===== config.mk =====
export PLATFORM = sky130hd
export DESIGN_NAME = noc_vc_credit_arbiter
export DESIGN_NICKNAME = d
export VERILOG_FILES = /design/src/rtl/noc_vc_credit_arbiter.sv
export SDC_FILE = /design/constraint.sdc
export NUM_CORES = 1
export LEC_CHECK = 0
export BUFFER_PORTS_ARGS = -buffer_cell sky130_fd_sc_hd__buf_2
export CAP_MARGIN = 30
export CELL_PAD_IN_SITES_DETAIL_PLACEMENT = 1
export CELL_PAD_IN_SITES_GLOBAL_PLACEMENT = 2
export CORE_ASPECT_RATIO = 1.75
export CORE_MARGIN = 2
export CORE_UTILIZATION = 32
export CTS_CLUSTER_DIAMETER = 50
export CTS_CLUSTER_SIZE = 8
export DETAILED_ROUTE_END_ITERATION = 7
export PLACE_DENSITY_LB_ADDON = 0.1
export SLEW_MARGIN = 10
export SYNTH_ARGS = -nofsm -noshare
export SYNTH_HDL_FRONTEND = slang
export SYNTH_SLANG_ARGS = --single-unit
export TNS_END_PERCENT = 50

===== constraint.sdc =====
create_clock -name clk -period 2.2 [get_ports clk]
set_input_delay 0.44 -clock clk [delete_from_list [all_inputs] [get_ports clk]]
set_output_delay 0.44 -clock clk [all_outputs]
set_load 0.01 [all_outputs]

===== src/rtl/noc_vc_credit_arbiter.sv =====
// Per-output-link VC arbiter for the credit-based BFT router: round-robin grant
// among requesting VCs that hold credit, one credit counter per downstream VC FIFO.
module noc_vc_credit_arbiter #(
  parameter int VC_W          = 2,
  parameter int VC_FIFO_DEPTH = 32,
  parameter int COUNTER_W     = $clog2(VC_FIFO_DEPTH)
) (
  input  logic                      clk,
  input  logic                      rst,
  input  logic [VC_W-1:0]           i_req,
  output logic [VC_W-1:0]           o_grant,
  output logic                      o_valid,
  input  logic                      i_accept,
  input  logic [VC_W-1:0]           i_credit_ret,
  output logic [VC_W*COUNTER_W-1:0] o_credits,
  output logic                      o_overflow
);

  localparam int PTR_W = (VC_W > 1) ? $clog2(VC_W) : 1;
  localparam logic [COUNTER_W-1:0] MAX_CRED = COUNTER_W'(VC_FIFO_DEPTH - 1);

  typedef enum logic {IDLE, GRANT} state_t;

  state_t               state_q, state_d;
  logic [VC_W-1:0]      grant_q, grant_d;
  logic [PTR_W-1:0]     gidx_q, gidx_d;
  logic [PTR_W-1:0]     ptr_q, ptr_d;
  logic [COUNTER_W-1:0] cred_q [VC_W];
  logic [COUNTER_W-1:0] cred_d [VC_W];
  logic                 ovf_q, ovf_d;

  logic                 fire;
  logic [VC_W-1:0]      dec_vec;
  logic [VC_W-1:0]      elig;
  logic                 win_found;
  logic [PTR_W-1:0]     win_idx;

  function automatic logic [PTR_W-1:0] wrap_inc(input logic [PTR_W-1:0] p);
    if (int'(p) == VC_W - 1) return '0;
    return p + PTR_W'(1);
  endfunction

  // Returns {found, index} of the first set bit scanning upward from ptr with wrap.
  function automatic logic [PTR_W:0] pick(input logic [VC_W-1:0] e,
                                          input logic [PTR_W-1:0] ptr);
    logic [PTR_W-1:0] idx;
    logic [PTR_W-1:0] sel;
    logic             found;
    idx   = ptr;
    sel   = '0;
    found = 1'b0;
    for (int i = 0; i < VC_W; i++) begin
      if (!found && e[idx]) begin
        found = 1'b1;
        sel   = idx;
      end
      idx = wrap_inc(idx);
    end
    return {found, sel};
  endfunction

  assign fire    = (state_q == GRANT) && i_accept;
  assign dec_vec = fire ? grant_q : '0;

  always_comb begin
    ovf_d = ovf_q;
    elig  = '0;
    for (int v = 0; v < VC_W; v++) begin
      cred_d[v] = cred_q[v];
      if (dec_vec[v] && !i_credit_ret[v]) begin
        cred_d[v] = cred_q[v] - COUNTER_W'(1);
      end else if (i_credit_ret[v] && !dec_vec[v]) begin
        if (cred_q[v] == MAX_CRED) ovf_d = 1'b1;
        else                       cred_d[v] = cred_q[v] + COUNTER_W'(1);
      end
      // Eligibility sees this cycle's credit update so a same-cycle return can grant.
      elig[v] = i_req[v] && (cred_d[v] != '0);
    end
  end

  always_comb begin
    ptr_d     = fire ? wrap_inc(gidx_q) : ptr_q;
    state_d   = state_q;
    grant_d   = grant_q;
    gidx_d    = gidx_q;
    {win_found, win_idx} = pick(elig, ptr_d);
    if (state_q == IDLE || fire) begin
      if (win_found) begin
        state_d = GRANT;
        grant_d = VC_W'(1) << win_idx;
        gidx_d  = win_idx;
      end else begin
        state_d = IDLE;
        grant_d = '0;
      end
    end
  end

  always_ff @(posedge clk) begin
    if (rst) begin
      state_q <= IDLE;
      grant_q <= '0;
      gidx_q  <= '0;
      ptr_q   <= '0;
      ovf_q   <= 1'b0;
      for (int v = 0; v < VC_W; v++) cred_q[v] <= MAX_CRED;
    end else begin
      state_q <= state_d;
      grant_q <= grant_d;
      gidx_q  <= gidx_d;
      ptr_q   <= ptr_d;
      ovf_q   <= ovf_d;
      for (int v = 0; v < VC_W; v++) cred_q[v] <= cred_d[v];
    end
  end

  assign o_valid    = (state_q == GRANT);
  assign o_grant    = grant_q;
  assign o_overflow = ovf_q;

  always_comb begin
    o_credits = '0;
    for (int v = 0; v < VC_W; v++) o_credits[v*COUNTER_W +: COUNTER_W] = cred_q[v];
  end

endmodule


# After elaboration in Yosys (flattened, before gate mapping)
# Memories as Yosys holds them, arrays and structs flattened.
# Index checks and enable logic that the tools add are counted.
totals:
  register_bits: 6
  latch_bits: 0
  ram_bits: 10
  mem_bits_ro: 0
  inputBits: 7
  out_inout_bits: 14
  wordCells: 72
  n_memories: 1
memory_table:
  columns: ["name", "depth", "width", "rd", "rd_clocked_by_memory_dff", "wr", "line_no", "rtl"]
  rows:
  - ["cred_q", 2, 5, 2, 0, 2, "28", "logic [COUNTER_W-1:0] cred_q [VC_W];"]
classes:
  add_sub_neg: 6
  multipliers: 0
  div: 0
  n_lt_le_gt_ge: 2
  eq_ne: 2
  shift: 1
  n_mux: 35
  bitwise: 3
  n_reduce_logical: 17
op_table:
  columns: ["cell", "count"]
  rows:
  - ["$mux 5", 8]
  - ["$mux 1", 25]
  - ["$add 5x1->5 const B", 2]
  - ["$eq 5x5->1 const B", 2]
  - ["$reduce_bool 5->1", 2]
  - ["$sub 5x1->5 const B", 2]
  - ["$logic_and 1x1->1", 8]
  - ["$logic_not 1->1", 5]
  - ["$lt 1x2->1 const B", 2]
  - ["$mux 2", 2]
  - ["$add 1x1->1 const B", 2]
  - ["$or 1x1->1", 2]
  - ["$reduce_and 2->1", 1]
  - ["$shl 1x1->2 const A", 1]
  - ["$logic_or 1x1->1", 1]
  - ["$not 1->1", 1]

# Depth between registers and ports, before layout
depth:
  depth_word: 16
  depth_mapped: 8

# Worst setup path before layout
# No wires, ideal clock.
synth_path:
  path_kind: "register -> register"
  start: "memory cred_q[0][0] (netlist bit)"
  end: "register grant_q[0], in the netlist o_grant[0]"
  t_arrival_ns: 1.933
  slack_ns: 0.153
  stages_incl_launch_ff: 9
  n_path_buf: 0
  period_less_slack_ns: 2.047
  cell_sequence: "dfxtp_1 -> inv_1 -> ha_1 -> nand3b_1 -> nor3_1 -> a211oi_1 -> o41ai_4 -> o41ai_1 -> a21o_1"
synth_lines:
  columns: ["element", "line_no", "rtl"]
  rows:
  - ["start: declaration", "28", null]
  - ["end signal: assignment", "109", "grant_q <= grant_d;"]
  - ["end: declaration", "25", "logic [VC_W-1:0] grant_q, grant_d;"]

==> impl_results.md <==
* Synth Area in Compound Gates at 23.9%
* Reg2Reg Depth at 7
* Worst Setup SP: cred_q[0][1]
* I/O Pins at 21
* Capture point of the critical path: gidx_q
* Endpoints failing setup at 0
* Root Buffer: clkbuf_8
* Adder-Cell Fraction of Synth Area at 4.34%
* PortBufs at 20
* Post-synthesis instance total at 139
* Status: completed
* Yosys warns at 0
* Layout cell share with drive strength beyond 1 at 36.0%
* Asr flop ratio synth at 0%
* Core Area at ~3400 um2
* Vias per inst at 5.52
* Clock Tree Buf Depth at 2
* Clock Latency Late Sink at 250 ps
* Synthesized flop and latch total at 16
* Final Hold Vio Count at 0
* Mean routed wirelength per cell at 15.4 um
* Diode count at 0
* Vias at 1153
* Post-synth EDFFs at 0
* Worst EP required at between 2000 and 2500 ps
* RSZ-0062 raised after global routing: yes
* R2r setup slk at 80 ps
* First-pass DRT Iterations at 4
* Headroom to the max-slew limit at ~64%
* PD cells at 1130 nW/um2
* Final core utilization at between 40 and 50%
* Drc violations at 0
* Clock skew at 4.00 ps
* RD Place Congestion at between 0.7 and 0.8
* Kind of critical path: reg -> reg
* Commonest cells after routing, fill and taps aside: buf_2 (20), nand2_1 (14), dfxtp_1 (10), buf_4 (10), nand3_1 (9)
* Final worst path period need at roughly 2100 ps
* Worst min path class: in -> reg
* Final period util at 96.5%
* Simple-gate area share of the yosys netlist at 30.6%
* TritonCTS clock tree: yes
* Syn Nets at 150
* Worst r2r src: cred_q[0][1]
* Leakage Power at 0.000626 uW
* HPWL Detailed at 2530 um
* DR top layer: met4
* Post-Route M1 WL at 1210 um
* Main flop type after synthesis: dfxtp_1
* Die extent in x at 49.4 um
* Initial antenna violation count at 0
* Worst-Margin Slew at around 530 ps
* Main combinational cell family by area after synthesis: simple AND/OR/NAND/NOR gates
* Total Wirelength at 3230 um
* Vias in the first global route at about 1200
* Mean Syn Cell Area at approximately 8.3 um2
* Mux cell area share after synthesis at 2.61%
* WP depth at 7
* Fin nets at 176
* GRT Overall Usage at 16.5%
* CP arrival at 2270 ps
* Initial Util at between 30% and 40%
* Routed met3 length at 73 um
* Yosys cell types at 52
* Clk pin slew, worst setup/hold paths at 70 ps
* CTS buffer count at 3
* Crit end category: flop
* Cell Area, Synth at 1150 um2
* Worst hold-check slack at 473 ps
* Cell Chain, Critical Path: buf_4, or4_4, o21ai_2, o2bb2ai_2, o41ai_4, nor2_2, o41ai_2
* Overflow after GRT at 0
* Die height at 83.4 um
* Max frequency at 471 MHz
* CTS H-tree lvls at 1
* P&R area growth vs syn at 25.7%
* Row Count at 28
* Die area at 4120 um2
* Max cap viols at 0
* CP Launch Type: flop
* Met2 routed WL at roughly 1900 um
* DRT iter0 DRCs at 11
* VDD IR-drop max at 0.000446 V
* Slowest-stage cell, CP: or4_4
* Leading cell type in the layout, fill and taps excluded: buf_2
* Synth Area in XOR/XNOR at under 10%
* Reg2reg end: gidx_q
* Post-CTS Setup Bufs at 0
* Sequential cell area fraction in the yosys report at 27.8%
* First-pass GRT wire length at 5370 um
* Largest net degree at the start of global routing at 13
* CP max FO at 6
* Slew Limit Fails at 0
* CP delay by family, top: compound AO/OA/AOI/OAI gates
* Crit path buf inv count at 1
* CTS sink count at 16
* Antenna-violating nets left at 0
* Crit path largest cell delay at roughly 520 ps
report_power, final:
| part | switching [uW] | leakage, uW | total (uW) | internal (uW) |
|---|---|---|---|---|
| Combinational | 471 | 0.000467 | 885 | 413 |
| Sequential | 109 | 0.000131 | 481 | 372 |
| Clock | 113 | 0.0000288 | 272 | 159 |
| Total | 694 | 0.000626 | 1640 | 944 |
worst min-delay path by stage:
stage,start,end,slack (ps),cells past startpoint
final,rst,o_overflow,470,2
after global routing,rst,o_valid,480,2
after CTS,rst,o_overflow,470,2
after detailed placement,ptr_q,ptr_q,480,2
after global placement,ptr_q,ptr_q,460,2
after floorplan,ptr_q,ptr_q,450,2
per-stage QoR:
step | TNS [ps] | instance area, um2 | std cells | worst slack, ps | total power (uW)
final | 0 | 1450 | 209 | 77.5 | 1640
after global routing | -169 | 1450 | 209 | -70.4 | 1770
after CTS | 0 | 1380 | 209 | 2.80 | 1590
after detailed placement | -89.9 | 1320 | 205 | -89.9 | 1310
after global placement | 0 | 1320 | 205 | 76.6 | 1300
after floorplan | 0 | 1150 | 139 | 153 | 996
flip-flops by register name (all words and copies together), names as in the netlist:
register / cells
cred_q: 10
o_grant: 2
gidx_q: 1
o_overflow: 1
o_valid: 1
ptr_q: 1
logic make-up after synthesis:
logic type      Yosys count
xor+xnor                  2
fa+ha+maj                 4
buf+inv                  19
compound gates           35
mux                       3
flops                    16
simple gates             60
per-layer routing:
metal	GRT usage, %	up-vias
li1	-	571
met1	16.1	559
met2	32.9	17
met3	2.16	6
met4	6.23	0
met5	0	-
repair_timing:
action,CTS,global route
resized for setup,1,20
hold buffers,0,0
endpoints found under the setup margin,1,4
pin swaps,0,3
gates cloned,0,0
worst reg2reg max path, delay by kind of cell, from the launching register on:
family,cells,cell delay (ps)
DFF,1,340
and+or+nand+nor,2,600
AOI/OAI and AO/OA,4,920
buffers and inverters,1,150
area by class of cell:
cell class	instances	area (um2)
Inverter	9	33.8
Tap cell	45	56.3
Multi-Input combinational cell	104	787
Fill cell	434	1950
Timing Repair Buffer	31	186
Sequential cell	16	330
Clock buffer	4	55.1
synthesized netlist by cell type, drive strengths merged (4+ instances only):
master  instances  share of area, %
o41ai           4               4.7
o21ai           7               3.7
buf             5               3.4
dfxtp          16                28
nor2            5               1.8
inv             9               2.9
ha              4               4.3
and3            4               2.3
nor3            5               2.2
nand3          10               5.4
nand2          14               4.6
nand4           5               2.7
a21oi           6               2.6
No activity file was read; power rests on OpenSTA's default activity.
